`config.mk`:
```
export PLATFORM = sky130hd
export DESIGN_NAME = time_counter
export DESIGN_NICKNAME = d
export VERILOG_FILES = /design/src/rtl/time_counter.sv
export SDC_FILE = /design/constraint.sdc
export NUM_CORES = 1
export LEC_CHECK = 0
export CAP_MARGIN = 15
export CORE_MARGIN = 2
export CORE_UTILIZATION = 47
export CTS_CLUSTER_DIAMETER = 50
export DETAILED_ROUTE_END_ITERATION = 10
export PLACE_DENSITY = 0.91
export SLEW_MARGIN = 20
export SYNTH_ARGS = -nofsm -noshare
export SYNTH_HDL_FRONTEND = slang
export SYNTH_SLANG_ARGS = --single-unit
```
`constraint.sdc`:
```
create_clock -name clock -period 5.6 [get_ports clock]
set_input_delay 0.84 -clock clock [delete_from_list [all_inputs] [get_ports clock]]
set_output_delay 0.84 -clock clock [all_outputs]
set_load 0.02 [all_outputs]
```
`src/rtl/time_counter.sv`:
```
// BCD current-time keeper: four digit registers advanced by one_minute, loaded by load_new_c.
// Define TIME_12HR_EN for 12-hour mode (01..12, reset 12:00); the default is 24-hour mode (00..23, reset 00:00).
module time_counter (
    input  logic       clock,
    input  logic       reset,
    input  logic       one_minute,
    input  logic       load_new_c,
    input  logic [3:0] new_current_time_ms_hr,
    input  logic [3:0] new_current_time_ls_hr,
    input  logic [3:0] new_current_time_ms_min,
    input  logic [3:0] new_current_time_ls_min,
    output logic [3:0] current_time_ms_hr,
    output logic [3:0] current_time_ls_hr,
    output logic [3:0] current_time_ms_min,
    output logic [3:0] current_time_ls_min,
    output logic       load_err,
    output logic       day_wrap
);

`ifdef TIME_12HR_EN
    localparam logic [3:0] RST_MS_HR = 4'd1;
    localparam logic [3:0] RST_LS_HR = 4'd2;
`else
    localparam logic [3:0] RST_MS_HR = 4'd0;
    localparam logic [3:0] RST_LS_HR = 4'd0;
`endif

    logic [3:0] ms_hr_q, ls_hr_q, ms_min_q, ls_min_q;
    logic [3:0] ms_hr_d, ls_hr_d, ms_min_d, ls_min_d;
    logic       load_err_q, load_err_d;
    logic       day_wrap_q, day_wrap_d;

    function automatic logic time_valid(input logic [3:0] mh, input logic [3:0] lh,
                                        input logic [3:0] mm, input logic [3:0] lm);
        logic ok;
        ok = (mh <= 4'd9) && (lh <= 4'd9) && (mm <= 4'd5) && (lm <= 4'd9);
`ifdef TIME_12HR_EN
        ok = ok && (((mh == 4'd0) && (lh != 4'd0)) || ((mh == 4'd1) && (lh <= 4'd2)));
`else
        ok = ok && ((mh <= 4'd1) || ((mh == 4'd2) && (lh <= 4'd3)));
`endif
        return ok;
    endfunction

    // Strobes are level-sampled each edge: load_new_c beats one_minute, and a lost tick is dropped.
    always_comb begin
        ms_hr_d    = ms_hr_q;
        ls_hr_d    = ls_hr_q;
        ms_min_d   = ms_min_q;
        ls_min_d   = ls_min_q;
        load_err_d = 1'b0;
        day_wrap_d = 1'b0;
        if (load_new_c) begin
            if (time_valid(new_current_time_ms_hr, new_current_time_ls_hr,
                           new_current_time_ms_min, new_current_time_ls_min)) begin
                ms_hr_d  = new_current_time_ms_hr;
                ls_hr_d  = new_current_time_ls_hr;
                ms_min_d = new_current_time_ms_min;
                ls_min_d = new_current_time_ls_min;
            end else begin
                load_err_d = 1'b1;
            end
        end else if (one_minute) begin
            if (!time_valid(ms_hr_q, ls_hr_q, ms_min_q, ls_min_q)) begin
                // Corrupted state recovers silently to the reset time.
                ms_hr_d  = RST_MS_HR;
                ls_hr_d  = RST_LS_HR;
                ms_min_d = 4'd0;
                ls_min_d = 4'd0;
            end else if (ls_min_q != 4'd9) begin
                ls_min_d = ls_min_q + 4'd1;
            end else begin
                ls_min_d = 4'd0;
                if (ms_min_q != 4'd5) begin
                    ms_min_d = ms_min_q + 4'd1;
                end else begin
                    ms_min_d = 4'd0;
`ifdef TIME_12HR_EN
                    if ((ms_hr_q == 4'd1) && (ls_hr_q == 4'd2)) begin
                        ms_hr_d    = 4'd0;
                        ls_hr_d    = 4'd1;
                        day_wrap_d = 1'b1;
                    end else
`else
                    if ((ms_hr_q == 4'd2) && (ls_hr_q == 4'd3)) begin
                        ms_hr_d    = 4'd0;
                        ls_hr_d    = 4'd0;
                        day_wrap_d = 1'b1;
                    end else
`endif
                    if (ls_hr_q == 4'd9) begin
                        ls_hr_d = 4'd0;
                        ms_hr_d = ms_hr_q + 4'd1;
                    end else begin
                        ls_hr_d = ls_hr_q + 4'd1;
                    end
                end
            end
        end
    end

    always_ff @(posedge clock or posedge reset) begin
        if (reset) begin
            ms_hr_q    <= RST_MS_HR;
            ls_hr_q    <= RST_LS_HR;
            ms_min_q   <= 4'd0;
            ls_min_q   <= 4'd0;
            load_err_q <= 1'b0;
            day_wrap_q <= 1'b0;
        end else begin
            ms_hr_q    <= ms_hr_d;
            ls_hr_q    <= ls_hr_d;
            ms_min_q   <= ms_min_d;
            ls_min_q   <= ls_min_d;
            load_err_q <= load_err_d;
            day_wrap_q <= day_wrap_d;
        end
    end

    assign current_time_ms_hr  = ms_hr_q;
    assign current_time_ls_hr  = ls_hr_q;
    assign current_time_ms_min = ms_min_q;
    assign current_time_ls_min = ls_min_q;
    assign load_err            = load_err_q;
    assign day_wrap            = day_wrap_q;

endmodule

```
==> results of run 1 <==
## worst max path at each step
stage               startpoint                      to  cells after the start
floorplan           load_new_c   current_time_ms_hr[0]                      7
detailed placement  load_new_c  current_time_ms_min[0]                      6
global route        load_new_c  current_time_ms_min[0]                      6
CTS                 load_new_c  current_time_ms_min[0]                      6
finish              load_new_c  current_time_ms_min[0]                      6
global placement    load_new_c   current_time_ms_hr[1]                      6
## layout by cell type (no fill, tap or decap), types with 5 or more instances in the layout
| cell type | instances |
|---|---|
| clkdlybuf4s50_1 | 37 |
| a32o_1 | 5 |
| dfrtp_1 | 18 |
| inv_1 | 11 |
| a22oi_1 | 5 |
| o21ai_1 | 7 |
| nor2_1 | 6 |
| o21ai_0 | 7 |
| nor3_1 | 5 |
| nand2_1 | 11 |
## power by group through the flow
stage | combinational, mW | sequential, mW | clock [mW]
CTS | 0.385 | 0.241 | 0.0833
global placement | 0.371 | 0.239 | 0
global route | 0.414 | 0.251 | 0.0901
detailed placement | 0.383 | 0.243 | 0
finish | 0.387 | 0.242 | 0.0801
floorplan | 0.245 | 0.255 | 0
## cells in the mapped netlist
| master | count | area share (%) |
|---|---|---|
| a211oi_1 | 1 | 0.59 |
| a21boi_0 | 1 | 0.59 |
| a21o_1 | 1 | 0.59 |
| a21oi_1 | 3 | 1.2 |
| a22o_1 | 4 | 2.8 |
| a22oi_1 | 5 | 3.0 |
| a32o_1 | 5 | 4.0 |
| a32oi_1 | 2 | 1.4 |
| and2_1 | 3 | 1.5 |
| and3_1 | 2 | 0.99 |
| and4bb_2 | 1 | 0.99 |
| buf_2 | 1 | 0.40 |
| buf_6 | 2 | 1.8 |
| clkbuf_1 | 6 | 1.8 |
| dfrtp_1 | 18 | 36 |
| ha_1 | 4 | 4.0 |
| inv_1 | 11 | 3.3 |
| mux2_1 | 1 | 0.89 |
| mux2_2 | 2 | 1.8 |
| mux2_4 | 2 | 2.4 |
| mux2i_1 | 2 | 1.6 |
| nand2_1 | 11 | 3.3 |
| nand2b_1 | 1 | 0.49 |
| nand3_1 | 4 | 1.6 |
| nand3_4 | 1 | 1.4 |
| nand4_1 | 1 | 0.49 |
| nand4b_1 | 1 | 0.69 |
| nor2_1 | 6 | 1.8 |
| nor2b_1 | 2 | 0.99 |
| nor3_1 | 5 | 2.0 |
| nor4_1 | 1 | 0.49 |
| nor4b_1 | 1 | 0.69 |
| o21a_1 | 2 | 1.2 |
| o21ai_0 | 7 | 2.8 |
| o21ai_1 | 7 | 2.8 |
| o22ai_1 | 1 | 0.49 |
| o2bb2ai_1 | 3 | 2.1 |
| o31ai_1 | 1 | 0.59 |
| o32a_1 | 1 | 0.79 |
| o32ai_4 | 1 | 2.2 |
| o41ai_1 | 1 | 0.69 |
| or4_1 | 1 | 0.59 |
| or4b_4 | 1 | 1.1 |
## critical path, delay by kind of cell
family / cells / cell delay (ns)
AOI/OAI and AO/OA: 2 / 0.70
buffers and inverters: 1 / 0.75
muxes: 1 / 0.35
and+or+nand+nor: 2 / 0.44
## metal layers
layer | up-vias | part of all wire (%)
met1 | 563 | 43
met5 | - | 0
met4 | 0 | 0.78
met3 | 7 | 8.8
met2 | 80 | 48
li1 | 578 | -
## per-stage QoR
step                      utilization (%)  hold slack, ns
after floorplan                         -           0.649
after global placement               64.6           0.560
after detailed placement             64.6           0.572
after CTS                            66.1           0.599
after global routing                 66.1           0.636
final                                66.1           0.591
## kinds of logic after synthesis
logic type | synth area share, %
compound gates | 27.6
fa+ha+maj | 3.96
buf+inv | 7.22
flops | 35.6
mux | 6.63
simple gates | 19.0
## cell type report
cell class	instances	area, um^2	share of cell area [%]
Clock buffer	4	36.3	2.18
Inverter	11	41.3	2.48
Multi-Input combinational cell	99	723	43.4
Sequential cell	18	450	27.0
Tap cell	30	37.5	2.25
Timing Repair Buffer	38	378	22.7
## state kept, by name, summed over array words and instances, names as in the netlist
| register | count |
|---|---|
| current_time_ls_hr | 4 |
| current_time_ls_min | 4 |
| current_time_ms_hr | 4 |
| current_time_ms_min | 4 |
| day_wrap | 1 |
| load_err | 1 |
==> flow_summary_export.csv, run 1 <==
group,metric,value,unit
outcome,outcome,"finished, final reports clean",
timing,slew_violations,0,
global_route,grt_use_met1,30.6,%
critical_path,critPathRequiredTime,5.79,ns
die,core,2520,um^2
critical_path,critPathMaxFanout,18,
cells_and_area,drive_gt1_share,7.65,%
place,place_ws,2.46,ns
timing,worstMarginPinSlew,0.736,ns
cts,cts_resized,0,
pwr,comb_power_share,54.6,%
worst_hold_path,min_to,"current_time_ls_min[3]",
logic_synthesis,ys_seq_area_share,35.6,%
global_route,grt-ovfl-total,0,
pwr,p_total,0.710,mW
die,die_height,55.9,um
worst_hold_path,min_path_type,"reg -> reg",
global_route,grt_antenna_before_repair,0,
cells_and_area,fin_nets,195,
critical_path,reg2reg_depth,7,
pwr,clockPowerShare,11.3,%
timing,setup_violations,0,
global_route,grt_pass1_wl,5.46,mm
global_route,use_met2,34.5,%
critical_path,crit_type,"in -> reg",
cells_and_area,fillCellCount,217,
critical_path,path_cells,"clkdlybuf4s50_1 -> a211oi_1 -> and2_1 -> nand3_4 -> o21ai_1 -> mux2_1",
logic_synthesis,ys_ff_latch,18,
global_route,globalRoute.busiestLayer,"met2",
pwr,seqPwrFrac,34.1,%
job,cap_viol_max_count,0,
logic_synthesis,synthesis.instances,137,
cts,clk_pin_slew,0.10,ns
cells_and_area,final_area,1670,um^2
pwr,vdd_drop_max,285,uV
timing,finalSetupTns,0,ns
logic_synthesis,avgSynthCellArea,9.23,um^2
die,die_w,55.9,um
cells_and_area,final_cells,200,
place,place_congestion,0.896,
critical_path,r2r-end,"current_time_ms_min[0]",
critical_path,arrival,3.08,ns
critical_path,r2r_slack,3.17,ns
timing,max_freq,0.345,GHz
timing,post-route-period-util,51.8,%
critical_path,critical_path.slowest_cell,"clkdlybuf4s50_1",
timing,period_needed,2.90,ns
timing,layout_setup_ws,2.70,ns
die,num_rows,18,
global_route,grtUsageTotal,21.4,%
detailed_routing,drtPass1Iterations,5,
pwr,p_switching,0.313,mW
place,dpl.hpwl,2.42,mm
detailed_routing,first_iter_violations,96,
place,numPortBuffers,37,
cts,cts_root_buf,"clkbuf_4",
worst_hold_path,min_path_cells,1,
die,ios,38,
critical_path,reg2reg_from,"current_time_ms_hr[0]",
cts,clkSinkCount,18,
pwr,leakage,0.670,nW
cells_and_area,num_antenna_cells,0,
detailed_routing,vias_per_cell,6.14,
critical_path,start_kind,"primary input",
global_route,use_met3,3.49,%
global_route,grt_pass1_vias,1158,
cells_and_area,syn2layout_area_growth,31.8,%
die,initial_utilization,50.1,%
detailed_routing,antenna_left,0,
cts,cts_made_buffers,3,
cts,insertion_delay,0.29,ns
cts,hold_buffers,0,
critical_path,cpPeakStageDelay,0.75,ns
detailed_routing,drt_wl_total,3.21,mm
pwr,p_int,0.397,mW
cts,htree_num_levels,1,
timing,worst_slew_margin_rel,50.9,%
worst_hold_path,holdCritStartpoint,"current_time_ls_min[3]",
logic_synthesis,synthDistinctLibCells,43,
cts,post-cts-setup-buffers,0,
timing,worst_clock_skew,0.00365,ns
pwr,swShare,44.1,%
logic_synthesis,synthesis.area,1260,um^2
die,die_area,3120,um^2
detailed_routing,vias,1228,
global_route,grt_max_degree,19,
timing,rsz0062_at_grt,"no",
cts,clockBufferDepth,2,
logic_synthesis,syn_nets,161,
cts,tritoncts,"yes",
pwr,p_per_area,426,nW/um^2
place,place_area,1630,um^2
critical_path,endpoint_kind,"flop",
logic_synthesis,yosys_warnings,0,
timing,hold_viol,0,
detailed_routing,wl_per_cell,16.1,um
place,dpl.cell_count,196,
detailed_routing,drc,0,
Power figures use the tool's default switching activity.
==> inputs of run 2 (changes only) <==
CORE_UTILIZATION = 42   (was 47)
PLACE_DENSITY = 0.86   (was 0.91)
clock period = 2.6 ns   (was 5.6 ns; I/O delays follow)
==> run 2 against run 1 <==
Net effect:
- utilization decreased by 5.8 points
- register-to-register slack worse by 3.0 ns
- clock power is 130% higher
- worst hold slack lost 0.10 ns
- flip-flop and latch count unchanged
- combinational power up 120%
- critical path type is now reg -> reg
- critical path depth increased by 1
- non-clock buffer count up 3
- the run now ends with DRC left
==> flow_summary_export.csv, run 2 (synthesized netlist as in run 1, its figures left out) <==
group,metric,value,unit
timing,finalSetupTns,0,ns
die,die_height,58.9,um
cts,post-cts-setup-buffers,0,
cells_and_area,drive_gt1_share,9.25,%
critical_path,crit_type,"reg -> reg",
cts,hold_buffers,0,
pwr,clockPowerShare,11.7,%
cells_and_area,fillCellCount,264,
timing,worst_clock_skew,0.00415,ns
global_route,grt_use_met1,27.0,%
cells_and_area,seq_area,450,um^2
cts,insertion_delay,0.30,ns
detailed_routing,drt_wl_total,3.41,mm
detailed_routing,drc,2,
detailed_routing,vias_per_cell,6.14,
place,numPortBuffers,37,
timing,hold_viol,0,
pwr,leakage,0.685,nW
global_route,globalRoute.busiestLayer,"met2",
job,cap_viol_max_count,0,
timing,worstMarginPinSlew,0.717,ns
outcome,violations,"DRC",
cts,cts_root_buf,"clkbuf_4",
timing,post-route-period-util,92.9,%
timing,worst_slew_margin_rel,52.1,%
cells_and_area,multi_input_area,723,um^2
detailed_routing,antenna_left,0,
pwr,p_per_area,922,nW/um^2
critical_path,r2r-end,"current_time_ms_min[0]",
critical_path,critPathMaxFanout,14,
global_route,grt_pass1_vias,1225,
critical_path,r2r_slack,0.18,ns
cts,clkSinkCount,18,
cts,clk_pin_slew,0.11,ns
place,place_congestion,0.861,
global_route,grt-ovfl-total,0,
cells_and_area,num_antenna_cells,0,
critical_path,critPathRequiredTime,2.80,ns
cts,tritoncts,"yes",
global_route,grt_antenna_before_repair,0,
global_route,grt_max_degree,19,
pwr,vdd_drop_max,397,uV
worst_hold_path,min_path_type,"in -> async",
die,die_area,3470,um^2
die,die_w,58.9,um
timing,setup_violations,0,
pwr,p_switching,0.692,mW
cells_and_area,final_util,60.3,%
detailed_routing,drtPass1Iterations,7,
critical_path,endpoint_kind,"flop",
critical_path,arrival,2.61,ns
global_route,grt_pass1_wl,5.62,mm
cells_and_area,fin_nets,198,
place,place_ws,0.203,ns
die,num_rows,19,
timing,slew_violations,0,
global_route,grtUsageTotal,21.1,%
place,dpl.hpwl,2.53,mm
pwr,comb_power_share,55.6,%
cts,cts_made_buffers,3,
cts,clockBufferDepth,2,
pwr,p_int,0.866,mW
detailed_routing,wl_per_cell,16.7,um
cts,htree_num_levels,1,
timing,rsz0062_at_grt,"no",
timing,max_freq,0.414,GHz
timing,period_needed,2.42,ns
detailed_routing,first_iter_violations,45,
global_route,use_met3,2.64,%
cells_and_area,final_common_cell,"clkdlybuf4s50_1",
timing,layout_setup_ws,0.183,ns
outcome,outcome,"finished with violations",
die,core,2810,um^2
critical_path,start_kind,"flop",
critical_path,reg2reg_depth,7,
cts,cts_resized,0,
pwr,swShare,44.4,%
die,initial_utilization,45.1,%
detailed_routing,vias,1252,
cells_and_area,syn2layout_area_growth,33.6,%
pwr,seqPwrFrac,32.7,%
global_route,use_met2,36.3,%
cells_and_area,final_cell_mix,"clkdlybuf4s50_1, dfrtp_1, inv_1, nand2_1",
die,ios,38,
critical_path,reg2reg_from,"current_time_ms_hr[0]",
run 2: layout make-up:
cell class | count | share of cell area [%]
clock buffers | 4 | 2.15
flip-flops and latches | 18 | 26.6
repair buffers | 41 | 23.7
multi-input cells | 99 | 42.8
inverters | 11 | 2.44
well taps | 31 | 2.29
run 2: metrics by stage:
| stage | total power, mW | hold WS, ns | instance area, um^2 | std cells |
|---|---|---|---|---|
| global placement | 1.33 | 0.564 | 1650 | 200 |
| detailed placement | 1.37 | 0.556 | 1650 | 200 |
| global route | 1.65 | 0.574 | 1690 | 204 |
| CTS | 1.56 | 0.513 | 1690 | 204 |
| floorplan | 1.08 | 0.329 | 1260 | 137 |
| finish | 1.56 | 0.488 | 1690 | 204 |
run 2: worst max path at each step:
stage,start,end,cells past startpoint
floorplan,current_time_ms_hr[0],current_time_ms_hr[0],7
global placement,current_time_ms_hr[0],current_time_ms_hr[1],7
detailed placement,current_time_ms_hr[0],current_time_ms_min[0],7
CTS,current_time_ms_hr[0],current_time_ms_min[0],7
global route,current_time_ms_hr[0],current_time_ms_min[0],7
finish,current_time_ms_hr[0],current_time_ms_min[0],7
run 2: power by group through the flow:
stage	Clock [mW]	Sequential, mW	Combinational (mW)
floorplan	0	0.550	0.527
global placement	0	0.500	0.831
detailed placement	0	0.509	0.862
CTS	0.186	0.504	0.868
finish	0.182	0.510	0.866
global route	0.193	0.527	0.932
run 2: critical path: stages (launching register included):
cell and delay, ns:
dfrtp_1 0.45, inv_1 0.13, ha_1 0.17, or4b_4 0.50, o32ai_4 0.20, nand3_4 0.23, o21ai_1 0.29, mux2_1 0.36
run 2: metal layers:
| layer | vias up | routed length [um] |
|---|---|---|
| met1 | 599 | 1420 |
| met5 | - | 0 |
| li1 | 581 | - |
| met2 | 65 | 1690 |
| met4 | 0 | 61 |
| met3 | 7 | 236 |
==> inputs of run 3 (changes only) <==
CORE_MARGIN = 10   (was 2)
==> run 3 against run 2 <==
Net effect:
- the run now ends clean
- maximum frequency is 2.2% higher
- sequential share of layout area increased by 0.22 points
- via count fell by 3.0%
- non-clock buffer count unchanged
- utilization down 0.99 points
- routed wire length grew 4.3%
- combinational power shrank 1%
- critical path type unchanged
- largest cell class unchanged
- highest routed layer unchanged
==> flow_summary_export.csv, run 3 (synthesized netlist as in run 1, its figures left out) <==
group,metric,value,unit
outcome,outcome,"finished, final reports clean",
pwr,p_per_area,896,nW/um^2
job,cap_viol_max_count,0,
cts,clkSinkCount,18,
detailed_routing,drt_wl_total,3.56,mm
critical_path,start_kind,"flop",
detailed_routing,vias,1214,
timing,setup_violations,0,
cells_and_area,num_antenna_cells,0,
cts,hold_buffers,0,
cts,tritoncts,"yes",
place,place_congestion,0.890,
timing,post-route-period-util,91.0,%
cts,clockBufferDepth,2,
global_route,grt_antenna_before_repair,0,
critical_path,critPathMaxFanout,14,
place,numPortBuffers,37,
pwr,leakage,0.678,nW
critical_path,cpPeakStageDelay,0.49,ns
timing,slew_violations,0,
timing,max_freq,0.423,GHz
place,dpl.hpwl,2.74,mm
place,place_area,1650,um^2
pwr,clockPowerShare,9.7,%
critical_path,critical_path.slowest_cell,"or4b_4",
critical_path,critPathRequiredTime,2.79,ns
die,die_height,74.9,um
detailed_routing,drc,0,
critical_path,arrival,2.55,ns
critical_path,endpoint_kind,"flop",
global_route,grt_pass1_wl,5.86,mm
timing,worst_slew_margin_rel,53.3,%
cells_and_area,final_cells,203,
place,place_ws,0.229,ns
cells_and_area,final_area,1680,um^2
pwr,seqPwrFrac,33.4,%
timing,rsz0062_at_grt,"no",
global_route,grt_max_degree,19,
cells_and_area,fin_nets,198,
timing,period_needed,2.37,ns
die,core,2830,um^2
pwr,swShare,44.6,%
timing,hold_viol,0,
place,dpl.cell_count,200,
cells_and_area,syn2layout_area_growth,32.5,%
detailed_routing,first_iter_violations,101,
pwr,vdd_drop_max,510,uV
cts,htree_num_levels,1,
cells_and_area,drive_gt1_share,8.72,%
die,die_w,74.9,um
timing,finalSetupTns,0,ns
cells_and_area,final_cell_mix,"clkdlybuf4s50_1, dfrtp_1, inv_1, nand2_1",
critical_path,path_buf_inv,1,
cts,cts_made_buffers,3,
detailed_routing,vias_per_cell,5.98,
cts,cts_root_buf,"clkbuf_4",
die,initial_utilization,44.7,%
cts,cts_resized,0,
die,num_rows,19,
worst_hold_path,min_path_type,"in -> async",
critical_path,cpLargestDelayFamily,"simple AND/OR/NAND/NOR gates",
cts,insertion_delay,0.29,ns
critical_path,r2r_slack,0.23,ns
detailed_routing,wl_per_cell,17.5,um
pwr,p_switching,0.670,mW
cts,clk_pin_slew,0.11,ns
detailed_routing,antenna_left,0,
global_route,grt-ovfl-total,0,
critical_path,path_cells,"inv_1 -> ha_1 -> or4b_4 -> o32ai_4 -> nand3_4 -> o21ai_1 -> mux2_1",
timing,worstMarginPinSlew,0.699,ns
cts,post-cts-setup-buffers,0,
cells_and_area,final_common_cell,"clkdlybuf4s50_1",
timing,layout_setup_ws,0.235,ns
detailed_routing,drtPass1Iterations,4,
critical_path,crit_type,"reg -> reg",
die,die_area,5610,um^2
die,ios,38,
global_route,grt_pass1_vias,1231,
pwr,p_int,0.833,mW
pwr,comb_power_share,56.9,%
timing,worst_clock_skew,0.000962,ns
global_route,grtUsageTotal,13.1,%
[run 3: cell types whose count changed in the layout (fill, tap and decap cells not counted), sizes merged]
cell / delta
clkbuf: -1
[run 3: power groups by stage]
stage / registers [mW] / logic, mW / clock network [mW]
after floorplan: 0.550 / 0.527 / 0
after global placement: 0.501 / 0.844 / 0
after detailed placement: 0.509 / 0.860 / 0
after CTS: 0.505 / 0.863 / 0.150
after global routing: 0.529 / 0.926 / 0.160
final: 0.503 / 0.855 / 0.145
[run 3: worst reg2reg max path, delay by kind of cell (launching register included)]
kind | cells | cell delay [ns]
DFF | 1 | 0.44
buffers and inverters | 1 | 0.12
adders and majority gates | 1 | 0.16
and+or+nand+nor | 2 | 0.72
AOI/OAI and AO/OA | 2 | 0.47
muxes | 1 | 0.35
[run 3: area by class of cell]
class	count	area, um^2
Timing Repair Buffer	41	400
Tap cell	31	38.8
Multi-Input combinational cell	99	723
Fill cell	270	1150
Clock buffer	3	22.5
Inverter	11	41.3
Sequential cell	18	450
[run 3: through the flow]
stage	util [%]	hold slack [ns]	power [mW]
after floorplan	-	0.329	1.08
after global placement	58.5	0.558	1.34
after detailed placement	58.5	0.564	1.37
after CTS	59.3	0.519	1.52
after global routing	59.3	0.565	1.62
final	59.3	0.492	1.50
[run 3: layer usage]
metal	global-route usage, %	share of wire [%]
met1	15.3	41
met2	22.6	51
met3	4.20	7.8
met4	3.57	0.28
met5	0	0
[run 3: path summary, 6_finish.rpt]
check / from / depth (start not counted) / to
max in group asynchronous: reset / 2 / current_time_ls_hr[3]
worst max-delay path: current_time_ms_hr[0] / 7 / current_time_ms_min[0]
worst min register to register: current_time_ls_min[3] / 1 / current_time_ls_min[3]
worst max register to register: current_time_ms_hr[0] / 7 / current_time_ms_min[0]
worst min-delay path: reset / 2 / current_time_ms_min[2]
min in group clock: current_time_ls_min[3] / 1 / current_time_ls_min[3]
